## src/rtl/sersub_pkg.sv

```systemverilog
// Shared types and sizing helpers for the bit-serial subtractor controller.
package sersub_pkg;

    typedef enum logic [1:0] {
        IDLE  = 2'd0,
        SHIFT = 2'd1,
        DONE  = 2'd2
    } state_t;

    localparam int SERSUB_WIDTH = 8;

    // Counter must index 0..w-1; a 1-bit floor keeps degenerate widths legal.
    function automatic int cnt_width(input int w);
        return (w <= 2) ? 1 : $clog2(w);
    endfunction

endpackage

```

## src/rtl/fs_cell.sv

```systemverilog
// One-bit full subtractor: computes a - b - c, producing difference and borrow.
module fs_cell (
    input  logic a,
    input  logic b,
    input  logic c,
    output logic diff,
    output logic borrow
);

    assign diff   = a ^ b ^ c;
    assign borrow = (~a & b) | (~a & c) | (b & c);

endmodule

```

## src/rtl/serial_subtractor_ctrl.sv

```systemverilog
// Bit-serial WIDTH-bit subtractor (a - b - bin) built around one fs_cell.
// Optional signed-overflow flag is enabled by defining SERSUB_OVF_EN.
module serial_subtractor_ctrl
    import sersub_pkg::*;
#(
    parameter int WIDTH = SERSUB_WIDTH
) (
    input  logic             clk,
    input  logic             rst,
    input  logic             start,
    input  logic [WIDTH-1:0] a,
    input  logic [WIDTH-1:0] b,
    input  logic             bin,
    output logic             busy,
    output logic             done,
    output logic [WIDTH-1:0] diff,
    output logic             bout,
    output logic             ovf
);

    localparam int            CW   = cnt_width(WIDTH);
    localparam logic [CW-1:0] LAST = CW'(WIDTH - 1);

    state_t           state, state_nxt;
    logic [WIDTH-1:0] a_sr, b_sr, res_sr, res_nxt, diff_r;
    logic [CW-1:0]    cnt;
    logic             brw, bout_r;
    logic             d, nb;
    logic             last_bit;

    fs_cell u_cell (
        .a      (a_sr[0]),
        .b      (b_sr[0]),
        .c      (brw),
        .diff   (d),
        .borrow (nb)
    );

    assign last_bit = (state == SHIFT) && (cnt == LAST);
    assign res_nxt  = {d, {(WIDTH-1){1'b0}}} | (res_sr >> 1);

    // Handshake: start is accepted only in IDLE; busy marks the WIDTH SHIFT
    // cycles; done pulses for exactly one cycle while diff/bout/ovf are new.
    always_ff @(posedge clk) begin
        if (rst) state <= IDLE;
        else     state <= state_nxt;
    end

    always_comb begin
        state_nxt = state;
        busy      = 1'b0;
        done      = 1'b0;
        case (state)
            IDLE:  if (start) state_nxt = SHIFT;
            SHIFT: begin
                busy = 1'b1;
                if (cnt == LAST) state_nxt = DONE;
            end
            DONE: begin
                done      = 1'b1;
                state_nxt = IDLE;
            end
            default: state_nxt = IDLE;
        endcase
    end

    always_ff @(posedge clk) begin
        if (rst) begin
            a_sr   <= '0;
            b_sr   <= '0;
            res_sr <= '0;
            diff_r <= '0;
            cnt    <= '0;
            brw    <= 1'b0;
            bout_r <= 1'b0;
        end else begin
            case (state)
                IDLE: if (start) begin
                    a_sr   <= a;
                    b_sr   <= b;
                    brw    <= bin;
                    cnt    <= '0;
                    res_sr <= '0;
                end
                SHIFT: begin
                    a_sr   <= a_sr >> 1;
                    b_sr   <= b_sr >> 1;
                    res_sr <= res_nxt;
                    brw    <= nb;
                    if (cnt != LAST) cnt <= cnt + CW'(1);
                    // Publish on the last shift so the result is visible during DONE.
                    if (last_bit) begin
                        diff_r <= res_nxt;
                        bout_r <= nb;
                    end
                end
                default: ;
            endcase
        end
    end

    assign diff = diff_r;
    assign bout = bout_r;

`ifdef SERSUB_OVF_EN
    logic a_msb, b_msb, ovf_r;

    always_ff @(posedge clk) begin
        if (rst) begin
            a_msb <= 1'b0;
            b_msb <= 1'b0;
            ovf_r <= 1'b0;
        end else if (state == IDLE && start) begin
            a_msb <= a[WIDTH-1];
            b_msb <= b[WIDTH-1];
        end else if (last_bit) begin
            // d on the last shift is the result MSB.
            ovf_r <= (a_msb ^ b_msb) & (d ^ a_msb);
        end
    end

    assign ovf = ovf_r;
`else
    assign ovf = 1'b0;
`endif

endmodule
```

## config.mk

```make
export PLATFORM = sky130hd
export DESIGN_NAME = serial_subtractor_ctrl
export DESIGN_NICKNAME = d
export VERILOG_FILES = /design/src/rtl/sersub_pkg.sv /design/src/rtl/fs_cell.sv /design/src/rtl/serial_subtractor_ctrl.sv
export SDC_FILE = /design/constraint.sdc
export NUM_CORES = 1
export LEC_CHECK = 0
export ABC_AREA = 1
export BUFFER_PORTS_ARGS = -buffer_cell sky130_fd_sc_hd__buf_4
export CORE_MARGIN = 2
export CORE_UTILIZATION = 55
export DETAILED_ROUTE_END_ITERATION = 10
export HOLD_SLACK_MARGIN = 0.02
export PLACE_DENSITY = 0.85
export SYNTH_ARGS = -nofsm -noshare
export SYNTH_HDL_FRONTEND = slang
export SYNTH_SLANG_ARGS = --single-unit
```

## constraint.sdc

```tcl
create_clock -name clk -period 3.65 [get_ports clk]
set_input_delay 0.73 -clock clk [delete_from_list [all_inputs] [get_ports clk]]
set_output_delay 0.73 -clock clk [all_outputs]
set_load 0.05 [all_outputs]
```

==> impl.org, run 1 <==
** Outcome
- Run status :: completed

** Global route
- The first global-routing pass estimated 6010 um of wire.
- Entering global routing, the biggest net connects 40 pins.
- Via count of the first global-routing pass :: between 1,500 and 2,000
- Number of antenna violations at the first check in global routing :: 0
- GRT Overall Usage :: 21.1%
- Overflow after GRT :: 0

** Floorplan
- Measured along the y axis, the die boundary spans between 60 and 70 um.
- During I/O placement, the number of pins put on the boundary was 32.
- Die boundary width :: 61.7 um
- Area of the placeable core :: 3100 um^2
- Die area :: 3800 um^2
- Initial core utilization :: 59.0%
- In this run the core area contains 20 standard-cell rows.

** Power
- Power spread over the standard cell area amounts to roughly 390 nW/um^2.
- Static leakage power :: 1.01 nW
- IR analysis of the VDD net gives a maximum drop of 0.000280 V.

** Detailed routing
- Vias per inst :: approximately 4.7
- Dividing the detail-routed wire length by the instance count gives approximately 10 um.
- Post-route antenna net violation count :: 0
- Detailed-route via count :: 1,573
- Iteration count of the initial detailed-routing pass :: 4
- Number of DRC markers after the initial detailed-route iteration :: 125
- Total DRC errors in the routed layout :: 0
- Total wire length after detailed routing :: around 3500 um

** Synth
- Counting flops and latches in the post-synthesis netlist gives 38.
- Mapped Avg Cell Area :: 6.88 um^2
- Post-synthesis net count :: 289
- Number of warning messages in the yosys log :: 0
- Distinct cells, synth :: 23
- The synthesized netlist occupies a cell area of 1830 um^2.
- Cells after synthesis :: 266
- Register area share after synthesis :: 41.6%

** Clocking
- The clock reaches the later pin of the worst-skew pair after 0.33 ns.
- Once the clock tree was built, the setup fixing pass inserted 0 buffers.
- The longest clock path from root to sink contains 2 buffers.
- Root Buffer Master :: sky130_fd_sc_hd__clkbuf_4
- In this run, CTS created clock tree buffers numbering 5.
- Clock transition time at the flip-flop clock pins of the worst setup and hold paths :: about 0.11 ns
- Hold buffers post-CTS :: 0
- Clock tree synthesis found a total of 38 sinks.
- TritonCTS clock tree :: built
- Gates resized during post-CTS repair numbered 0.
- H-tree depth :: 2

** Place
- Placed Cells incl. Taps :: roughly 330
- Detailed placement finished with a half-perimeter wire length of between 2000 and 2500 um.
- The congestion estimate from routability-driven global placement came to around 0.82.
- During placement, the flow inserted port buffers numbering 30.

** Cells and area
- In the final layout, the multi-input gates occupy around 860 um^2.
- Fill cells in the final layout number 299.
- Excluding fillers, the count of instances in the completed layout stands at 336.
- Final cell utilization of the core :: 66.4%
- The library cells used most frequently in the layout, excluding fill and tap cells, are 112 x sky130_fd_sc_hd__nand2_1, 38 x sky130_fd_sc_hd__dfxtp_1, 30 x sky130_fd_sc_hd__buf_4, 24 x sky130_fd_sc_hd__nor2_1, 22 x sky130_fd_sc_hd__inv_1.
- Syn-to-layout area delta :: 12.6%
- Sequential cell area :: 761 um^2
- Most common library cell in the layout ignoring fill and taps :: sky130_fd_sc_hd__nand2_1
- Cells with a size suffix above 1 make up 22.3% of the layout.
- 0 antenna diodes ended up in the layout.
- Net count reported at finish :: 314

** STA
- The total count of hold-check failures in the final report was 0.
- Time the final worst path needs with I/O delays and setup :: 2.48 ns
- Setup total negative slack on the finished layout was measured at 0 ns.
- RSZ-0062 raised after global routing :: false
- The number of slew-limit violations in the final report came to 0.
- Setup-failing EPs final :: 0
- Hold slack :: 0.472 ns
- Dividing the final minimum period by the clock period gives around two thirds.
- Worst clock skew :: between 0.006 and 0.007 ns
- FMAX :: 0.404 GHz
- For the pin with the worst max-slew slack, the measured transition is 1.05 ns.
- Headroom to the max-slew limit came out at 30.0%.

** Run
- Number of max-cap violations :: 0

** Setup path
- Critical path class :: reg2out
- At the worst endpoint, the required time is a little under 3 ns.
- Largest fanout on the critical path :: 23
- Category of the worst setup path capture point :: output port
- STA classifies the critical path startpoint as a flip-flop.
- Data arrives at the worst endpoint at around 1.8 ns.

** Min path
- Worst hold path class :: reg2reg
area by class of cell:
class,instances,area share (%)
clock buffer,7,2.67
sequential,38,36.9
tap,44,2.67
clock inverter,1,0.243
timing repair buffer,30,10.9
inverter,26,4.74
multi-input combinational,190,41.8
registers in the layout, indices dropped and copies added (netlist names):
signal and cells:
a_sr 8, diff 8, res_sr 7, bout 1
cnt 3, brw 1, state 2, b_sr 8
cell usage after synthesis:
cell	n	share of area, %
sky130_fd_sc_hd__nand2_1	112	23
sky130_fd_sc_hd__dfxtp_1	38	42
sky130_fd_sc_hd__nor2_1	24	4.9
sky130_fd_sc_hd__inv_1	22	4.5
sky130_fd_sc_hd__nor2_2	20	6.8
sky130_fd_sc_hd__nand3_1	13	3.6
sky130_fd_sc_hd__a21oi_1	10	2.7
sky130_fd_sc_hd__buf_4	4	1.6
sky130_fd_sc_hd__buf_6	3	1.8
sky130_fd_sc_hd__clkbuf_1	3	0.62
sky130_fd_sc_hd__inv_2	3	0.62
sky130_fd_sc_hd__ha_1	2	1.4
sky130_fd_sc_hd__o21ai_0	2	0.55
sky130_fd_sc_hd__buf_12	1	1.1
sky130_fd_sc_hd__buf_8	1	0.82
sky130_fd_sc_hd__clkinv_1	1	0.21
sky130_fd_sc_hd__conb_1	1	0.21
sky130_fd_sc_hd__fa_1	1	1.1
sky130_fd_sc_hd__nand2_2	1	0.34
sky130_fd_sc_hd__nand2_4	1	0.62
sky130_fd_sc_hd__nor2_4	1	0.62
sky130_fd_sc_hd__o21ai_4	1	0.89
sky130_fd_sc_hd__or2_2	1	0.34
logic make-up (layout without fill, tap and decap cells):
group                    after synthesis  after routing  share of synthesized area (%)
flip-flops                            38             38                           41.6
other                                  1              1                          0.205
AND/OR/NAND/NOR                      173            173                           40.2
adder cells (fa/ha/maj)                3              3                           2.46
AO/OA/AOI/OAI                         13             13                           4.17
buffers and inverters                 38             64                           11.4
final timing paths:
check | start | end | slack (ns) | depth (start not counted)
max | state[0] | busy | 1.17 | 3
min | res_sr[5] | diff[4] | 0.47 | 2
max reg2reg | state[0] | a_sr[1] | 1.90 | 4
min reg2reg | res_sr[5] | diff[4] | 0.47 | 2
report_power, final:
| group | internal, mW | switching, mW | leakage [nW] |
|---|---|---|---|
| combinational | 0.0505 | 0.0775 | 0.666 |
| clock | 0.0934 | 0.131 | 0.0353 |
| sequential | 0.435 | 0.0130 | 0.311 |
| total | 0.579 | 0.222 | 1.01 |
routing by layer:
| metal | global-route usage, % | share of wire, % | vias to the layer above |
|---|---|---|---|
| met2 | 35.6 | 46 | 35 |
| li1 | - | - | 844 |
| met5 | 0 | 0 | - |
| met1 | 26.7 | 48 | 688 |
| met4 | 8.21 | 1.1 | 0 |
| met3 | 3.99 | 4.5 | 6 |
metrics by stage:
step / area, um^2 / total power [mW] / worst slack (ns)
2_1_floorplan: 1830 / 0.562 / 1.77
3_3_place_gp: 2000 / 0.582 / 1.52
3_5_place_dp: 2000 / 0.585 / 1.48
4_1_cts: 2060 / 0.807 / 1.17
5_1_grt: 2060 / 0.842 / 1.10
6_report: 2060 / 0.800 / 1.17
critical path: stages, from the launching register on:
cell                      delay, ns
sky130_fd_sc_hd__dfxtp_1       0.57
sky130_fd_sc_hd__inv_2         0.08
sky130_fd_sc_hd__nor2_4        0.45
sky130_fd_sc_hd__buf_4         0.30
Power figures use the tool's default switching activity.
==> run 2, diff against run 1 <==
ABC_AREA = 0   (was 1)
CORE_UTILIZATION = 49   (was 55)
PLACE_DENSITY = 0.8   (was 0.85)
clock period = 2.2 ns   (was 3.65 ns; I/O delays follow)
==> impl.org, run 2 <==
** Place
- Estimated wirelength of the detail-placed design :: 2380 um (+1.8%)
- The count of buffers inserted at the top-level ports is 30 (unchanged).
- The final weighted congestion of routability-driven global placement is 0.804 (-2.4%).
- Pre-CTS worst setup slack :: 0.524 ns (-0.952 ns)
- The cell area after placement came to 1920 um^2 (-3.9%).
- The number of cells in the design after placement is 234 (-29%).

** Synth
- The number of synthesized register bits is 38 (unchanged).
- Sorting the synthesized cells by area gives the leading types as sky130_fd_sc_hd__dfxtp_1 43%, sky130_fd_sc_hd__a211oi_2 11%, sky130_fd_sc_hd__mux2i_1 9.1%.
- The number of cells produced by synthesis was 173 (-35%).
- sky130_fd_sc_hd__dfxtp_1 takes more of the synthesized area than any other cell.
- The share of synthesized area occupied by flip-flops and latches came to 43.2% (+1.6 points).
- The synthesized-area fraction occupied by ao, oa, aoi and oai cells was 19.9% (+16 points).
- Number of warning messages in the yosys log :: 0 (unchanged)
- Post-synth EDFFs :: 0 (unchanged)
- The area share of fa/ha/maj cells after synthesis is 2.56% (+0.093 points).
- The cell area after technology mapping is 1760 um^2 (-3.6%).
- The post-synthesis share of cell area spent on xor and xnor gates was 0% (unchanged).
- Distinct cells, synth :: 27 (+17%)
- The async set-or-reset flop fraction in the synthesized netlist was 0% (unchanged).
- Sorting the synthesized cells by how often they occur yields 38 x sky130_fd_sc_hd__dfxtp_1, 16 x sky130_fd_sc_hd__mux2i_1, 15 x sky130_fd_sc_hd__a211oi_2, 15 x sky130_fd_sc_hd__nor2_2.
- Area fraction in and, or, nand and nor cells after synthesis :: 16.9% (-23 points)
- Among all cell types in the netlist, the one instantiated most often is sky130_fd_sc_hd__dfxtp_1.
- After synthesis, the largest family of logic cells by area is compound AO/OA/AOI/OAI gates.
- The synthesized area per cell is 10.2 um^2 (+48%).
- Post-synthesis net count :: 196 (-32%)
- Main synth FF type :: sky130_fd_sc_hd__dfxtp_1
- Post-synth top area share :: 43.2% (+1.6 points)
- The share of cell area taken by muxes after synthesis came to 9.08% (+9.1 points).

** Detailed routing
- The wire length reported by the detailed router was 3390 um (-3.1%).
- The DRC violation count after routing is 0 (unchanged).
- The average wire per standard cell is 14.0 um (+35%).
- The detailed-route via count is 1,290 (-18%).
- The iteration-0 DRC count of the detailed router is 74 (-41%).
- The number of detailed-route iterations in the first pass came to 4 (unchanged).
- Post-route antenna net violation count :: 0 (unchanged)
- The average via count per standard cell is 5.33 (+14%).

** Cells and area
- Syn-to-layout area delta :: 12.3%
- The number of diodes added for antenna fixing came to 0 (unchanged).
- Net count reported at finish :: 218 (-31%)
- Final cell utilization of the core :: 58.4% (-7.9 points)
- Total of fill cells in the finished design :: 288 (-3.7%)
- The design area came to 1980 um^2 (-3.8%).
- Leaving out fill and tap cells, the most frequent cell in the layout is sky130_fd_sc_hd__dfxtp_1.
- The area of the multi-input gates is 858 um^2 (-0.29%).
- The register area is 761 um^2 (unchanged).
- The top cell types in the final layout, fill and taps aside, are 38 x sky130_fd_sc_hd__dfxtp_1, 31 x sky130_fd_sc_hd__buf_4, 16 x sky130_fd_sc_hd__mux2i_1, 15 x sky130_fd_sc_hd__nor2_2, 15 x sky130_fd_sc_hd__a211oi_2.
- Final Instance Count excl. Fillers :: 242 (-28%)
- Layout cells sized above 1 :: 36.7% (+14 points)

** Floorplan
- Area of the placeable core :: 3390 um^2 (+9.2%)
- Die boundary width :: 64.0 um (+3.7%)
- # rows :: 21 (+5.0%)
- The die boundary height was 64.0 um (+3.7%).
- The total I/O pin count came to 32 (unchanged).
- The die footprint is 4090 um^2 (+7.6%).
- Initial core utilization :: 52.0% (-6.9 points)

** Setup path
- Startpoint of the most critical setup path :: state[1]
- R2r setup slk :: 0.48 ns (-1.42 ns)
- Number of cells traversed by the worst register-to-register path :: 5 (+1)
- In this run the critical register-to-register path is launched from cnt[0].
- Category of the worst setup path capture point :: output port
- Capture point of the worst path :: busy
- Data required, critical path :: 1.76 ns (-1.16 ns)
- Critical path launch point type :: flip-flop
- The worst setup path is of the reg2out kind.
- R2r endpoint :: diff[5]
- Arrival @ worst endpoint :: 1.42 ns (-0.33 ns)
- Largest fanout on the critical path :: 17 (-26%)

** Power
- The total power after layout came to 1.32 mW (+65%).
- The maximum ir drop on the vdd rail was 0.000267 V (-4.8%).
- Power Dens Cells :: 668 nW/um^2 (+72%)
- Static leakage power :: 0.768 nW (-24%)

** STA
- Time the final worst path needs with I/O delays and setup :: roughly 1.9 ns
- Worst clock skew :: 0.00430 ns (-0.00211 ns)
- The setup TNS was 0 ns (unchanged).
- Hold slack :: 0.332 ns (-0.140 ns)
- The total count of hold-check failures in the final report was 0 (unchanged).
- Setup repair after global routing left no endpoint under its margin.
- Rel. slew slack :: 61.7% (+32 points)
- The worst setup slack after layout is 0.338 ns (-0.834 ns).
- Setup-failing EPs final :: 0 (unchanged)
- FMAX :: 0.537 GHz
- Of the available clock period, the critical path in the final layout requires 84.6%.
- Worst Max-Slew Pin Slew :: 0.575 ns (-0.472 ns)
- The number of slew-limit violations in the final report came to 0 (unchanged).

** Clocking
- CTS placed an instance of sky130_fd_sc_hd__clkbuf_4 at the clock tree root.
- Hold buffers post-CTS :: 0 (unchanged)
- The H-tree depth came to 2 (unchanged).
- The clock-pin transition on the worst setup and hold timing paths came to 0.11 ns (about the same).
- Max clock buf depth :: 2 (unchanged)
- The post-CTS setup repair buffer count was 0 (unchanged).
- The number of buffers created by CTS was 5 (unchanged).
- Clock net sink count :: 38 (unchanged)
- TritonCTS built the clock tree.
- Resize count post-CTS :: 0 (unchanged)
- The clock latency reported for the late side of the worst-skew pair came to 0.34 ns (about the same).

** Min path
- Worst hold path class :: in2reg
- The startpoint identified for the worst hold timing path is b[7].

** Run
- The number of max-cap violations is 0 (unchanged).

** Global route
- The total overflow reported by the global router came to 0 (unchanged).
- The pin count of the biggest net entering global routing was 39 (-2.5%).
- Number of antenna violations at the first check in global routing :: 0 (unchanged)
- Via count of the first global-routing pass :: 1,296 (-14%)
- The total track usage is 18.5% (-2.7 points).
- First-pass GRT wire length :: 5880 um (-2.2%)

** Outcome
- Run status :: completed
-- run 2: cell types whose count changed after synthesis, moves of 9 or more --
cell | previous run | this run
sky130_fd_sc_hd__nand2_1 | 112 | 11
sky130_fd_sc_hd__a22oi_1 | 0 | 9
sky130_fd_sc_hd__nor2_1 | 24 | 12
sky130_fd_sc_hd__a211oi_2 | 0 | 15
sky130_fd_sc_hd__inv_1 | 22 | 3
sky130_fd_sc_hd__mux2i_1 | 0 | 16
-- run 2: area by class of cell --
class	instances	share of cell area [%]
tap	46	2.91
inverter	3	0.569
sequential	38	38.4
clock buffer	7	2.78
multi-input combinational	116	43.3
timing repair buffer	31	11.7
clock inverter	1	0.253
-- run 2: report_power, final --
| group | leakage, nW | switching (mW) | internal, mW |
|---|---|---|---|
| clock | 0.0353 | 0.231 | 0.155 |
| sequential | 0.311 | 0.0238 | 0.720 |
| combinational | 0.422 | 0.108 | 0.0854 |
-- run 2: worst min-delay path by stage --
| stage | endpoint | slack, ns | depth (start not counted) |
|---|---|---|---|
| 2_1_floorplan | diff[0] | 0.44 | 2 |
| 3_3_place_gp | diff[1] | 0.44 | 2 |
| 3_5_place_dp | diff[1] | 0.46 | 2 |
| 4_1_cts | b_sr[7] | 0.32 | 3 |
| 5_1_grt | b_sr[7] | 0.34 | 3 |
| 6_report | b_sr[7] | 0.33 | 3 |
-- run 2: critical path: stages (launching register included) --
cell and delay [ns]:
sky130_fd_sc_hd__dfxtp_1 0.42, sky130_fd_sc_hd__nor2b_4 0.38, sky130_fd_sc_hd__buf_4 0.27
-- run 2: kinds of logic after synthesis --
family,after synthesis
AOI/OAI and AO/OA,39
other,1
muxes,16
and+or+nand+nor,57
DFF,38
buffers and inverters,19
adders and majority gates,3
-- run 2: metal layers --
| metal | up-vias | global-route usage, % | share of wire (%) |
|---|---|---|---|
| met3 | 4 | 4.40 | 3.5 |
| met5 | - | 0 | 0 |
| met1 | 611 | 23.9 | 45 |
| li1 | 648 | - | - |
| met2 | 27 | 28.9 | 50 |
| met4 | 0 | 8.70 | 0.80 |
==> run 3, diff against run 2 <==
ABC_AREA = 1   (was 0)
CORE_UTILIZATION = 55   (was 49)
PLACE_DENSITY = 0.85   (was 0.8)
clock period = 1.8 ns   (was 2.2 ns; I/O delays follow)
==> impl.org, run 3 (same netlist as run 1, synthesis figures left out) <==
** STA
- The total count of hold-check failures in the final report came to 0 (unchanged).
- Worst clock skew :: 0.00656 ns (+0.00226 ns)
- RSZ-0062 raised after global routing :: false
- Worst path setup slack after routing :: 0.125 ns (-0.214 ns)
- Post-route clock period utilization :: 93.1%
- Setup-failing EPs final :: 0 (unchanged)
- The setup TNS was 0 ns (unchanged).
- The number of slew-limit violations in the final report is 0 (unchanged).
- FMAX :: 0.597 GHz
- For the finished layout, the period the worst path requires is 1.68 ns.

** Setup path
- Kind of cell adding the most delay to the critical path :: flip-flops
- The endpoint arrival time on the critical path was 1.32 ns (-0.10 ns).
- Critical path's largest stage delay :: 0.45 ns (+0.03 ns)
- The length in cells of the worst reg-to-reg path was 8 (+3).
- The required time at the endpoint of the critical path is 1.44 ns (-0.32 ns).
- Capture point of the worst path :: busy
- Largest fanout on the critical path :: 10 (-7)
- The worst register-to-register path ends at diff[5].
- Walking the worst path, the cells encountered are inv_2, nor2_4, buf_4.
- The worst-case register-to-register setup slack was 0.46 ns (-0.02 ns).
- The buffering stage count on the worst path with inverters included was 2 (+1).
- Crit. path cell count :: 3 (+1)
- The critical path starts at state[0].
- The worst setup path is captured at an output port.
- The critical path in this run is classified as reg2out.
- The startpoint identified for the worst register-to-register timing path is cnt[0].
- Slowest stage cell on the critical path :: sky130_fd_sc_hd__dfxtp_2
- Critical path launch point type :: flip-flop

** Detailed routing
- Number of DRC markers after the initial detailed-route iteration :: 72 (-2.7%)
- The number of detailed-route iterations in the first pass came to 4 (unchanged).
- Detailed-route via count :: 1,571 (+22%)
- Total DRC errors in the routed layout :: 0 (unchanged)
- Total wire length after detailed routing :: 3500 um (+3.2%)
- Vias per inst :: 4.63 (-13%)
- Routed wire length per instance :: 10.3 um (-26%)
- Post-route antenna net violation count :: 0 (unchanged)

** Floorplan
- Die boundary width :: 61.7 um (-3.6%)
- The count of standard-cell rows came to 20 (-4.8%).
- Die area :: 3800 um^2 (-7.1%)
- Area of the placeable core :: 3100 um^2 (-8.5%)
- The initial core utilization was 59.0% (+6.9 points).
- Top-level I/O count :: 32 (unchanged)
- Die Y :: 61.7 um (-3.6%)

** Clocking
- TritonCTS built the clock tree.
- Max clock buf depth :: 2 (unchanged)
- The number of buffers created by CTS came to 5 (unchanged).
- H-tree depth :: 2 (unchanged)
- Root Buffer Master :: sky130_fd_sc_hd__clkbuf_4
- Hold buffers post-CTS :: 0 (unchanged)
- Clock net sink count :: 38 (unchanged)
- The post-CTS setup repair buffer count is 0 (unchanged).
- The clock latency reported for the late side of the worst-skew pair was 0.34 ns (about the same).
- The clock-pin transition on the worst setup and hold timing paths was 0.11 ns (about the same).

** Power
- The total power per unit cell area was 836 nW/um^2 (+25%).
- The net switching power figure came to 0.458 mW (+26%).
- Cell-internal power :: 1.32 mW (+37%)
- The maximum ir drop on the vdd rail is 0.000420 V (+58%).
- The net switching share of the total power was 25.8% (-1.6 points).
- The share of power burned in registers came to 51.1% (-5.1 points).
- The leakage power figure came to 1.05 nW (+36%).
- The portion of total power attributed to the clock network is 33.6% (+4.5 points).
- The combinational cell fraction of total power was 15.2% (+0.6 points).
- Post-layout total power :: 1.78 mW (+34%)

** Place
- Estimated wirelength of the detail-placed design :: 2430 um (+2.0%)
- The final weighted congestion of routability-driven global placement was 0.772 (-4.0%).
- Placed Cells incl. Taps :: 332 (+42%)
- Number of buffer cells added on primary ports :: 30 (unchanged)
- The worst-case setup slack after placement was 0.377 ns (-0.147 ns).

** Global route
- Largest net degree at the start of global routing :: 40 (+2.6%)
- Number of antenna violations at the first check in global routing :: 0 (unchanged)
- First-pass GRT wire length :: 5780 um (-1.6%)
- The total track usage was 20.6% (+2.1 points).
- The total overflow reported by the global router came to 0 (unchanged).
- The number of global-route vias before repair was 1,387 (+7.0%).

** Cells and area
- Leaving out fill and tap cells, the most frequent cell in the layout is sky130_fd_sc_hd__nand2_1.
- The number of diodes added for antenna fixing came to 0 (unchanged).
- Syn-to-layout area delta :: 16.1%
- In the layout the commonest cells are 112 x sky130_fd_sc_hd__nand2_1, 37 x sky130_fd_sc_hd__dfxtp_1, 33 x sky130_fd_sc_hd__buf_4, 24 x sky130_fd_sc_hd__nor2_1, 22 x sky130_fd_sc_hd__inv_1.
- The final net count is 318 (+46%).
- Layout cells sized above 1 :: 23.7% (-13 points)
- The final cell count without fillers came to 339 (+40%).

** Outcome
- Run status :: completed

** Min path
- Worst hold path class :: in2reg

** Run
- The number of max-cap violations is 0 (unchanged).
-- run 3: timing repair --
action | 4_1_cts | 5_1_grt
setup endpoints to repair | 1 | 0
gates resized for setup | 1 | 0
endpoints found under the hold margin | 0 | 0
-- run 3: final cells by class --
type                       instances  area [um^2]
clock inverter                     1         30.0
multi-input combinational        190          861
sequential                        38          762
fill                             279          978
inverter                          26         97.6
timing repair buffer              34          268
tap                               44         55.1
clock buffer                       6         51.3
-- run 3: stage by stage --
| stage | hold slack, ns | cell area [um^2] | util, % |
|---|---|---|---|
| detailed placement | 0.458 | 2040 | 65.8 |
| CTS | 0.253 | 2120 | 68.5 |
| finish | 0.261 | 2120 | 68.5 |
| global route | 0.254 | 2120 | 68.5 |
| floorplan | 0.439 | 1830 | - |
| global placement | 0.452 | 2040 | 65.8 |
-- run 3: per-layer routing --
| layer | wire length, um | part of all wire, % | up-vias | GRT usage, % |
|---|---|---|---|---|
| met3 | 172 | 4.9 | 4 | 5.67 |
| met4 | 39 | 1.1 | 0 | 6.38 |
| met2 | 1590 | 45 | 36 | 34.7 |
| li1 | - | - | 845 | - |
| met1 | 1700 | 49 | 686 | 25.5 |
| met5 | 0 | 0 | - | 0 |
-- run 3: how the worst min path moves through the flow --
| stage | from | endpoint | slack, ns | cells after the start |
|---|---|---|---|---|
| final | rst | res_sr[4] | 0.26 | 2 |
| after detailed placement | res_sr[4] | diff[3] | 0.46 | 2 |
| after CTS | rst | res_sr[7] | 0.25 | 2 |
| after global placement | res_sr[1] | res_sr[1] | 0.45 | 2 |
| after global routing | rst | res_sr[7] | 0.25 | 2 |
| after floorplan | res_sr[2] | diff[1] | 0.44 | 2 |
-- run 3: power groups by stage --
stage / Sequential, mW / Clock [mW] / Combinational (mW)
floorplan: 0.917 / 0 / 0.223
global placement: 0.925 / 0 / 0.265
detailed placement: 0.926 / 0 / 0.271
CTS: 0.908 / 0.605 / 0.273
global route: 0.913 / 0.641 / 0.307
finish: 0.908 / 0.597 / 0.270
